### config.mk
export PLATFORM = sky130hd
export DESIGN_NAME = sec_decoder_locked_pipe_flat
export DESIGN_NICKNAME = d
export VERILOG_FILES = /design/src/rtl/sec_decoder_locked_pipe_if.sv /design/src/rtl/sec_decoder_locked_pipe.sv /design/src/flat_wrapper.sv
export SDC_FILE = /design/constraint.sdc
export NUM_CORES = 1
export LEC_CHECK = 0
export ABC_CLOCK_PERIOD_IN_PS = 8200
export BUFFER_PORTS_ARGS = -buffer_cell sky130_fd_sc_hd__buf_2
export CELL_PAD_IN_SITES_DETAIL_PLACEMENT = 2
export CELL_PAD_IN_SITES_GLOBAL_PLACEMENT = 2
export CORE_MARGIN = 2
export CORE_UTILIZATION = 35
export DETAILED_ROUTE_END_ITERATION = 6
export PLACE_DENSITY = 0.78
export SLEW_MARGIN = 5
export SYNTH_ARGS = -nofsm -noshare
export SYNTH_HDL_FRONTEND = slang
export SYNTH_SLANG_ARGS = --single-unit
### constraint.sdc
create_clock -name clk -period 8.2 [get_ports clk]
set_clock_uncertainty 0.1 [all_clocks]
set_input_delay 0.82 -clock clk [delete_from_list [all_inputs] [get_ports clk]]
set_output_delay 0.82 -clock clk [all_outputs]
set_load 0.02 [all_outputs]
### src/rtl/sec_decoder_locked_pipe_if.sv
// Streaming bus for sec_decoder_locked_pipe: input word handshake with
// received data/check bits, and output handshake with corrected data,
// effective syndrome and error classification flags.
interface sec_decoder_locked_pipe_if #(
    parameter int DATA_W = 32,
    parameter int CHK_W  = 6
) ();
    logic              in_valid;
    logic              in_ready;
    logic [DATA_W-1:0] in_data;
    logic [CHK_W-1:0]  in_chk;
    logic              out_valid;
    logic              out_ready;
    logic [DATA_W-1:0] out_data;
    logic [CHK_W-1:0]  out_syn;
    logic              out_corr;
    logic              out_uncorr;

    modport master (
        output in_valid, in_data, in_chk, out_ready,
        input  in_ready, out_valid, out_data, out_syn, out_corr, out_uncorr
    );

    modport slave (
        input  in_valid, in_data, in_chk, out_ready,
        output in_ready, out_valid, out_data, out_syn, out_corr, out_uncorr
    );
endinterface

### src/rtl/sec_decoder_locked_pipe.sv
// Key-locked SEC Hamming decoder, 2-stage valid/ready pipeline.
// A serially loaded key is XOR-compared against KEY_GOLD; any difference
// scrambles the syndrome and the output data.
// Optional feature macro: SEC_ERR_CNT_EN enables the saturating
// corrected/uncorrectable word counters (tied to zero otherwise).
module sec_decoder_locked_pipe #(
    parameter int                DATA_W   = 32,
    parameter int                CHK_W    = 6,
    parameter logic [DATA_W-1:0] KEY_GOLD = 32'hA5C3_0F96,
    parameter int                CNT_W    = 16
) (
    input  logic                   clk,
    input  logic                   rst,
    input  logic                   key_sin,
    input  logic                   key_shift,
    input  logic                   key_lock,
    output logic                   key_locked,
    sec_decoder_locked_pipe_if.slave bus,
    input  logic                   clr_cnt,
    output logic [CNT_W-1:0]       corr_cnt,
    output logic [CNT_W-1:0]       uncorr_cnt
);

    // Column codes: ascending CHK_W-bit values >= 3 that are not powers of two.
    function automatic logic [DATA_W*CHK_W-1:0] buildTable();
        logic [DATA_W*CHK_W-1:0] t;
        int n;
        t = '0;
        n = 32'sd0;
        for (int v = 32'sd3; v < (32'sd1 << CHK_W); v++) begin
            if (((v & (v - 32'sd1)) != 32'sd0) && (n < DATA_W)) begin
                t[n*CHK_W +: CHK_W] = v[CHK_W-1:0];
                n = n + 32'sd1;
            end
        end
        return t;
    endfunction

    localparam logic [DATA_W*CHK_W-1:0] H_TABLE = buildTable();

    // Check bits of a data word: XOR of the column codes of all set bits.
    function automatic logic [CHK_W-1:0] calcChk(input logic [DATA_W-1:0] d);
        logic [CHK_W-1:0] c;
        c = '0;
        for (int i = 0; i < DATA_W; i++) begin
            c = c ^ ({CHK_W{d[i]}} & H_TABLE[i*CHK_W +: CHK_W]);
        end
        return c;
    endfunction

    logic [DATA_W-1:0] keyReg;
    logic              keyLockedR;
    logic [DATA_W-1:0] mask;
    logic              en;

    logic              s1Valid;
    logic [DATA_W-1:0] s1Data;
    logic [CHK_W-1:0]  s1Syn;
    logic [DATA_W-1:0] s1Mask;

    logic [DATA_W-1:0] flip;
    logic              isCorr;
    logic              isUncorr;

    logic              outValidR;
    logic [DATA_W-1:0] outDataR;
    logic [CHK_W-1:0]  outSynR;
    logic              outCorrR;
    logic              outUncorrR;

    assign mask          = keyReg ^ KEY_GOLD;
    assign en            = !outValidR || bus.out_ready;
    assign bus.in_ready  = en;
    assign bus.out_valid = outValidR;
    assign bus.out_data  = outDataR;
    assign bus.out_syn   = outSynR;
    assign bus.out_corr  = outCorrR;
    assign bus.out_uncorr = outUncorrR;
    assign key_locked    = keyLockedR;

    // Serial key register; lock uses the pre-edge state so a same-cycle shift still lands.
    always_ff @(posedge clk or posedge rst) begin
        if (rst) begin
            keyReg     <= '0;
            keyLockedR <= 1'b0;
        end else begin
            if (key_shift && !keyLockedR) begin
                keyReg <= {keyReg[DATA_W-2:0], key_sin};
            end
            if (key_lock) begin
                keyLockedR <= 1'b1;
            end
        end
    end

    // Stage 1: capture the word with its key-adjusted syndrome and the mask in force.
    always_ff @(posedge clk or posedge rst) begin
        if (rst) begin
            s1Valid <= 1'b0;
            s1Data  <= '0;
            s1Syn   <= '0;
            s1Mask  <= '0;
        end else if (en) begin
            s1Valid <= bus.in_valid;
            s1Data  <= bus.in_data;
            s1Syn   <= calcChk(bus.in_data) ^ bus.in_chk ^ mask[CHK_W-1:0];
            s1Mask  <= mask;
        end
    end

    // Syndrome decode: locate a data-bit error or classify check-bit / uncorrectable.
    always_comb begin
        flip     = '0;
        isCorr   = 1'b0;
        isUncorr = 1'b0;
        for (int i = 0; i < DATA_W; i++) begin
            flip[i] = (s1Syn == H_TABLE[i*CHK_W +: CHK_W]);
        end
        if (s1Syn == '0) begin
            isCorr   = 1'b0;
            isUncorr = 1'b0;
        end else if (|flip) begin
            isCorr = 1'b1;
        end else if ((s1Syn & (s1Syn - {{(CHK_W-1){1'b0}}, 1'b1})) == '0) begin
            isCorr = 1'b1;
        end else begin
            isUncorr = 1'b1;
        end
    end

    // Stage 2: registered outputs, held while the consumer stalls.
    always_ff @(posedge clk or posedge rst) begin
        if (rst) begin
            outValidR  <= 1'b0;
            outDataR   <= '0;
            outSynR    <= '0;
            outCorrR   <= 1'b0;
            outUncorrR <= 1'b0;
        end else if (en) begin
            outValidR  <= s1Valid;
            outDataR   <= s1Data ^ flip ^ s1Mask;
            outSynR    <= s1Syn;
            outCorrR   <= s1Valid && isCorr;
            outUncorrR <= s1Valid && isUncorr;
        end
    end

`ifdef SEC_ERR_CNT_EN
    logic [CNT_W-1:0] corrCntR;
    logic [CNT_W-1:0] uncorrCntR;
    logic             fire;

    assign fire       = outValidR && bus.out_ready;
    assign corr_cnt   = corrCntR;
    assign uncorr_cnt = uncorrCntR;

    // Saturating error counters; clear has priority over a same-cycle increment.
    always_ff @(posedge clk or posedge rst) begin
        if (rst) begin
            corrCntR   <= '0;
            uncorrCntR <= '0;
        end else if (clr_cnt) begin
            corrCntR   <= '0;
            uncorrCntR <= '0;
        end else if (fire) begin
            if (outCorrR && (corrCntR != {CNT_W{1'b1}})) begin
                corrCntR <= corrCntR + {{(CNT_W-1){1'b0}}, 1'b1};
            end
            if (outUncorrR && (uncorrCntR != {CNT_W{1'b1}})) begin
                uncorrCntR <= uncorrCntR + {{(CNT_W-1){1'b0}}, 1'b1};
            end
        end
    end
`else
    logic unusedClr;

    assign unusedClr  = clr_cnt;
    assign corr_cnt   = '0;
    assign uncorr_cnt = '0;
`endif

endmodule
### src/flat_wrapper.sv
// flat-port wrapper written by rule: the top's interface ports become plain ports
module sec_decoder_locked_pipe_flat 
#(
    parameter int                DATA_W   = 32,
    parameter int                CHK_W    = 6,
    parameter logic [DATA_W-1:0] KEY_GOLD = 32'hA5C3_0F96,
    parameter int                CNT_W    = 16
)
  (clk, rst, key_sin, key_shift, key_lock, key_locked, clr_cnt, corr_cnt, uncorr_cnt, bus_in_valid, bus_in_data, bus_in_chk, bus_out_ready, bus_in_ready, bus_out_valid, bus_out_data, bus_out_syn, bus_out_corr, bus_out_uncorr);
  sec_decoder_locked_pipe_if #(.DATA_W(DATA_W), .CHK_W(CHK_W)) bus_i ();
  input  logic clk;
  input  logic rst;
  input  logic key_sin;
  input  logic key_shift;
  input  logic key_lock;
  output logic key_locked;
  input  logic clr_cnt;
  output logic [CNT_W-1:0] corr_cnt;
  output logic [CNT_W-1:0] uncorr_cnt;
  input wire logic [$bits(bus_i.in_valid)-1:0] bus_in_valid;
  input wire logic [$bits(bus_i.in_data)-1:0] bus_in_data;
  input wire logic [$bits(bus_i.in_chk)-1:0] bus_in_chk;
  input wire logic [$bits(bus_i.out_ready)-1:0] bus_out_ready;
  output wire logic [$bits(bus_i.in_ready)-1:0] bus_in_ready;
  output wire logic [$bits(bus_i.out_valid)-1:0] bus_out_valid;
  output wire logic [$bits(bus_i.out_data)-1:0] bus_out_data;
  output wire logic [$bits(bus_i.out_syn)-1:0] bus_out_syn;
  output wire logic [$bits(bus_i.out_corr)-1:0] bus_out_corr;
  output wire logic [$bits(bus_i.out_uncorr)-1:0] bus_out_uncorr;
  assign bus_i.in_valid = bus_in_valid;
  assign bus_i.in_data = bus_in_data;
  assign bus_i.in_chk = bus_in_chk;
  assign bus_i.out_ready = bus_out_ready;
  assign bus_in_ready = bus_i.in_ready;
  assign bus_out_valid = bus_i.out_valid;
  assign bus_out_data = bus_i.out_data;
  assign bus_out_syn = bus_i.out_syn;
  assign bus_out_corr = bus_i.out_corr;
  assign bus_out_uncorr = bus_i.out_uncorr;
  sec_decoder_locked_pipe #(.DATA_W(DATA_W), .CHK_W(CHK_W), .KEY_GOLD(KEY_GOLD), .CNT_W(CNT_W)) u_core (.clk(clk), .rst(rst), .key_sin(key_sin), .key_shift(key_shift), .key_lock(key_lock), .key_locked(key_locked), .bus(bus_i), .clr_cnt(clr_cnt), .corr_cnt(corr_cnt), .uncorr_cnt(uncorr_cnt));
endmodule
# Word level (Yosys, flattened, before mapping)
# Cells that the tools add are included.
[totals] reg_bits=145 latch_bits=0 mem_bits_rw=0 rom_bits=0 input_bits=46 output_inout_bits=75 elab_cells=96 mem_count=0
[op_classes] n_addsub=1 multipliers=0 div_mod_pow=0 n_lt_le_gt_ge=0 n_eq_ne=32 shift=0 n_mux=6 bitwise_logic=37 n_reduce_logical=9
[op_table] op="$eq 6x5->1 const B" count=15
[op_table] op="$xor 6x5->6" count=15
[op_table] op="$xor 32x32->32" count=2
[op_table] op="$xor 6x6->6" count=8
[op_table] op="$eq 6x4->1 const B" count=7
[op_table] op="$xor 6x4->6" count=7
[op_table] op="$eq 6x6->1 const B" count=6
[op_table] op="$reduce_or 32->1" count=1
[op_table] op="$eq 6x3->1 const B" count=3
[op_table] op="$not 16->16" count=1
[op_table] op="$logic_not 6->1" count=2
[op_table] op="$xor 6x3->6" count=2
[op_table] op="$and 6x6->6" count=1
[op_table] op="$eq 6x2->1 const B" count=1
[op_table] op="$mux 1" count=6
[op_table] op="$sub 6x1->6 const B" count=1
[op_table] op="$logic_and 1x1->1" count=3
[op_table] op="$xor 2x3->3" count=1
[op_table] op="$logic_not 1->1" count=2
[op_table] op="$logic_or 1x1->1" count=1

# Longest topological paths before layout
[logic_depth] ltp_word=33 ltp_mapped=6 mapped_depth_nobuf=5

# Worst setup path before layout
# OpenSTA, ideal clock, no wires.
[synth_timing] path_type="input to output" from="input bus_out_ready" to="output bus_in_ready" arrival_ns=1.639 t_required_ns=7.280 slack_ns=5.641 cell_stages=4 path_buffers=2 cell_sequence="nor2b_1 -> inv_1 -> clkbuf_1 -> clkbuf_1"
[synth_via] elab_chain_len=1
[synth_rtl] element="start, declared" line_no="flat_wrapper.sv:23" rtl="input wire logic [$bits(bus_i.out_ready)-1:0] bus_out_ready;"
[synth_rtl] element="$logic_or 1x1->1" line_no="sec_decoder_locked_pipe.sv:72" rtl="assign en = !outValidR || bus.out_ready;"
[synth_rtl] element="end, declared" line_no="flat_wrapper.sv:24" rtl="output wire logic [$bits(bus_i.in_ready)-1:0] bus_in_ready;"
# No other way between the ends.

# Worst setup path in the final report
# Ends and elaborated chain as after synthesis.

==> results.toml <==
[power_and_ir_drop]
power.switching_mw = 0.7738
power_frac_comb = 0.255
p_int_mw = 1.524
p_per_area_nw_per_um2 = 281.1
p_leak_nw = 3.830
clockPowerShare = 0.353
p_sw_frac = 0.3367
peakVddDrop_uv = 153.6
p_seq_frac = 0.392

[synthesis]
synth-seq-cells = 145
syn_inst = 702
synth_edf_count = 0
synth-seq-area-share = 0.5183
synth.distinct_cells = 26
synth.area.top_cells = "dfrtp_1, xnor2_1, nand2_1, mux2_2, buf_4"
netlist.top_cell.by_area = "dfrtp_1"
ys.flop_type = "dfrtp_1"
yosysWarnings = 0
async_flop_share = 1.000
synth.avg_cell_area_um2 = 9.972
netlist_area_um2 = 7000
yosysTopAreaCellShare = 0.5183

[sta]
period_share = 0.3119
max_freq_ghz = 0.3910
report.final.hold_viol_count = 0
slew_headroom = 0.3556
fin_ws_ps = 5642
fin_tns_setup_ps = 0
finalMaxSlewViolations = 0
rsz0062_at_grt = "no"
setup_viol = 0
worst_slew_pin_slew_ps = 966.6
fin_crit_ps = 2558

[floorplan]
die_x_um = 145.4
io_pins = 121
dieArea_um2 = 21150
die_y_um = 145.4
core_area_um2 = 19530
rows = 51
initial_utilization = 0.3585

[worst_setup_path]
critPathCaptureType = "output pin"
rr_worst_depth = 4
worst-path-max-fanout = 33
cp_top_family = "buffers and inverters"
critPathBufInv = 4
crit_required_ps = 7280
critical_path.slowest_cell = "buf_4"
r2r_slack_ps = 5920
r2r-start = "u_core.bus.out_valid"
worstSetupStartpointType = "input port"
crit_chain = "buf_2 -> nor2b_4 -> buf_4 -> inv_2 -> buf_2"
rr_endpoint = "u_core.bus.out_data[10]"
path_class = "in -> out"
arrival_ps = 1640
path_common_cell = "buf_2"
cpPeakStageDelay_ps = 340

[drt]
drc = 0
postRouteAntennaNets = 0
vias = 5021
routed_wl_mm = 20.61
drtIter0Drc = 198
wire_per_inst_um = 19.51
firstDrtPassIters = 4
vias_per_cell = 4.755

[clocking]
htreeDepth = 4
post_cts_resized = 0
cts_sinks = 145
post-cts-setup-buffers = 0
holdBufCountCts = 0
cts_tree = "done"
numCtsBuffers = 17
cts_buffer_depth = 2
clkLatencyLatePin_ps = 430
root_buffer = "clkbuf_16"
clk_pin_slew_ps = 60

[placement]
gp_congestion = 0.8080
pre_cts_slack_ps = 5423
dpl.hpwl_mm = 14.46
port_buffers = 87

[finish]
final_core_util = 0.4187
nets = 824
antenna_cells = 0
area_delta_synth_final_pct = 16.80
drive_above_1_share = 0.2010
fillers = 2112

[outcome]
status = "finished, final reports clean"

[flow_run]
cap_violations = 0

[worst_hold_path]
hold_path_class = "reg -> reg"
min_path_cells = 1
min_delay_worst_endpoint = "u_core.s1Mask[17]"
hold_start = "u_core.keyReg[17]"

[global_route]
grt_use_total = 0.2006
antenna_found_initial = 0
grt_pass1_vias = 5689
grt_max_degree = 101
grt.overflow.total = 0
grt_first_pass_wirelength_mm = 32.57
## cells in the final DEF, fill, tap and decap left out, types with 3 or more instances in the layout
| cell | count |
|---|---|
| and2_1 | 4 |
| buf_4 | 5 |
| a21oi_1 | 17 |
| clkbuf_8 | 3 |
| o21ai_1 | 5 |
| clkbuf_1 | 3 |
| clkbuf_16 | 17 |
| nand3_1 | 20 |
| nor2b_1 | 6 |
| nand2_1 | 217 |
| clkinv_2 | 3 |
| bufinv_16 | 3 |
| mux2_2 | 31 |
| xor2_1 | 9 |
| xnor3_1 | 9 |
| dfrtp_1 | 145 |
| nor2_1 | 20 |
| buf_2 | 87 |
| conb_1 | 32 |
| o21ai_0 | 33 |
| xnor2_1 | 106 |
## synthesized netlist by cell type (all sizes together), types with 9 or more instances
master,count
buf,36
clkbuf,30
xnor2,107
mux2,33
dfrtp,145
nand2,217
a21oi,17
nand3,20
o21ai,38
nor2,20
xnor3,9
xor2,9
## power by group through the flow
stage	sequential [mW]	combinational [mW]	clock, mW
2_1_floorplan	0.952	0.351	0
3_3_place_gp	0.900	0.558	0
3_5_place_dp	0.912	0.584	0
4_1_cts	0.902	0.596	0.827
5_1_grt	0.914	0.639	0.856
6_report	0.900	0.586	0.812
## logic make-up after synthesis
logic type,after synthesis,synth area share
AND/OR/NAND/NOR,274,0.1566
other,1,0.0005357
flip-flops,145,0.5183
buffers and inverters,68,0.05362
multiplexers,33,0.05362
XOR/XNOR,125,0.1768
AO/OA/AOI/OAI,56,0.04057
## how the worst max path moves through the flow
stage,start,endpoint,slack [ps],cells after the start
5_1_grt,bus_out_ready,bus_in_ready,5590,5
4_1_cts,bus_out_ready,bus_in_ready,5630,5
6_report,bus_out_ready,bus_in_ready,5640,5
3_3_place_gp,bus_out_ready,u_core.bus.out_data[16],5530,5
3_5_place_dp,bus_out_ready,u_core.bus.out_data[10],5420,5
2_1_floorplan,rst,u_core.bus.out_corr,3390,1
## area by class of cell
type / count / area (um2) / share of cell area
clock buffers: 23 / 478.0 / 0.05845
multi-input cells: 520 / 3123 / 0.3819
flip-flops and latches: 145 / 3628 / 0.4438
inverters: 2 / 12.51 / 0.001530
clock inverters: 9 / 130.1 / 0.01591
repair buffers: 92 / 473.0 / 0.05784
well taps: 265 / 331.6 / 0.04055
## registers in the layout (all words and copies together), names as in the netlist
| signal | flops |
|---|---|
| u_core.keyReg | 32 |
| u_core.bus.out_uncorr | 1 |
| u_core.bus.out_syn | 6 |
| u_core.key_locked | 1 |
| u_core.s1Mask | 32 |
| u_core.s1Data | 32 |
| u_core.bus.out_valid | 1 |
| u_core.s1Syn | 6 |
| u_core.bus.out_corr | 1 |
| u_core.bus.out_data | 32 |
| u_core.s1Valid | 1 |
## stage by stage
stage | hold slack, ps | cells | total power, mW | instance area, um2
6_report | 362.5 | 1056 | 2.298 | 8177
4_1_cts | 364.7 | 1056 | 2.324 | 8177
2_1_floorplan | 310.1 | 733 | 1.303 | 7117
3_5_place_dp | 353.5 | 1024 | 1.496 | 7569
3_3_place_gp | 324.3 | 1024 | 1.458 | 7569
5_1_grt | 380.9 | 1056 | 2.409 | 8177
## metal layers
layer / part of all wire / routed length (um) / track usage
met5: 0 / 0 / 0
met4: 0.032 / 669 / 0.08725
met3: 0.035 / 731 / 0.04044
met2: 0.51 / 10500 / 0.3517
met1: 0.42 / 8701 / 0.2397
Power figures use the tool's default switching activity.
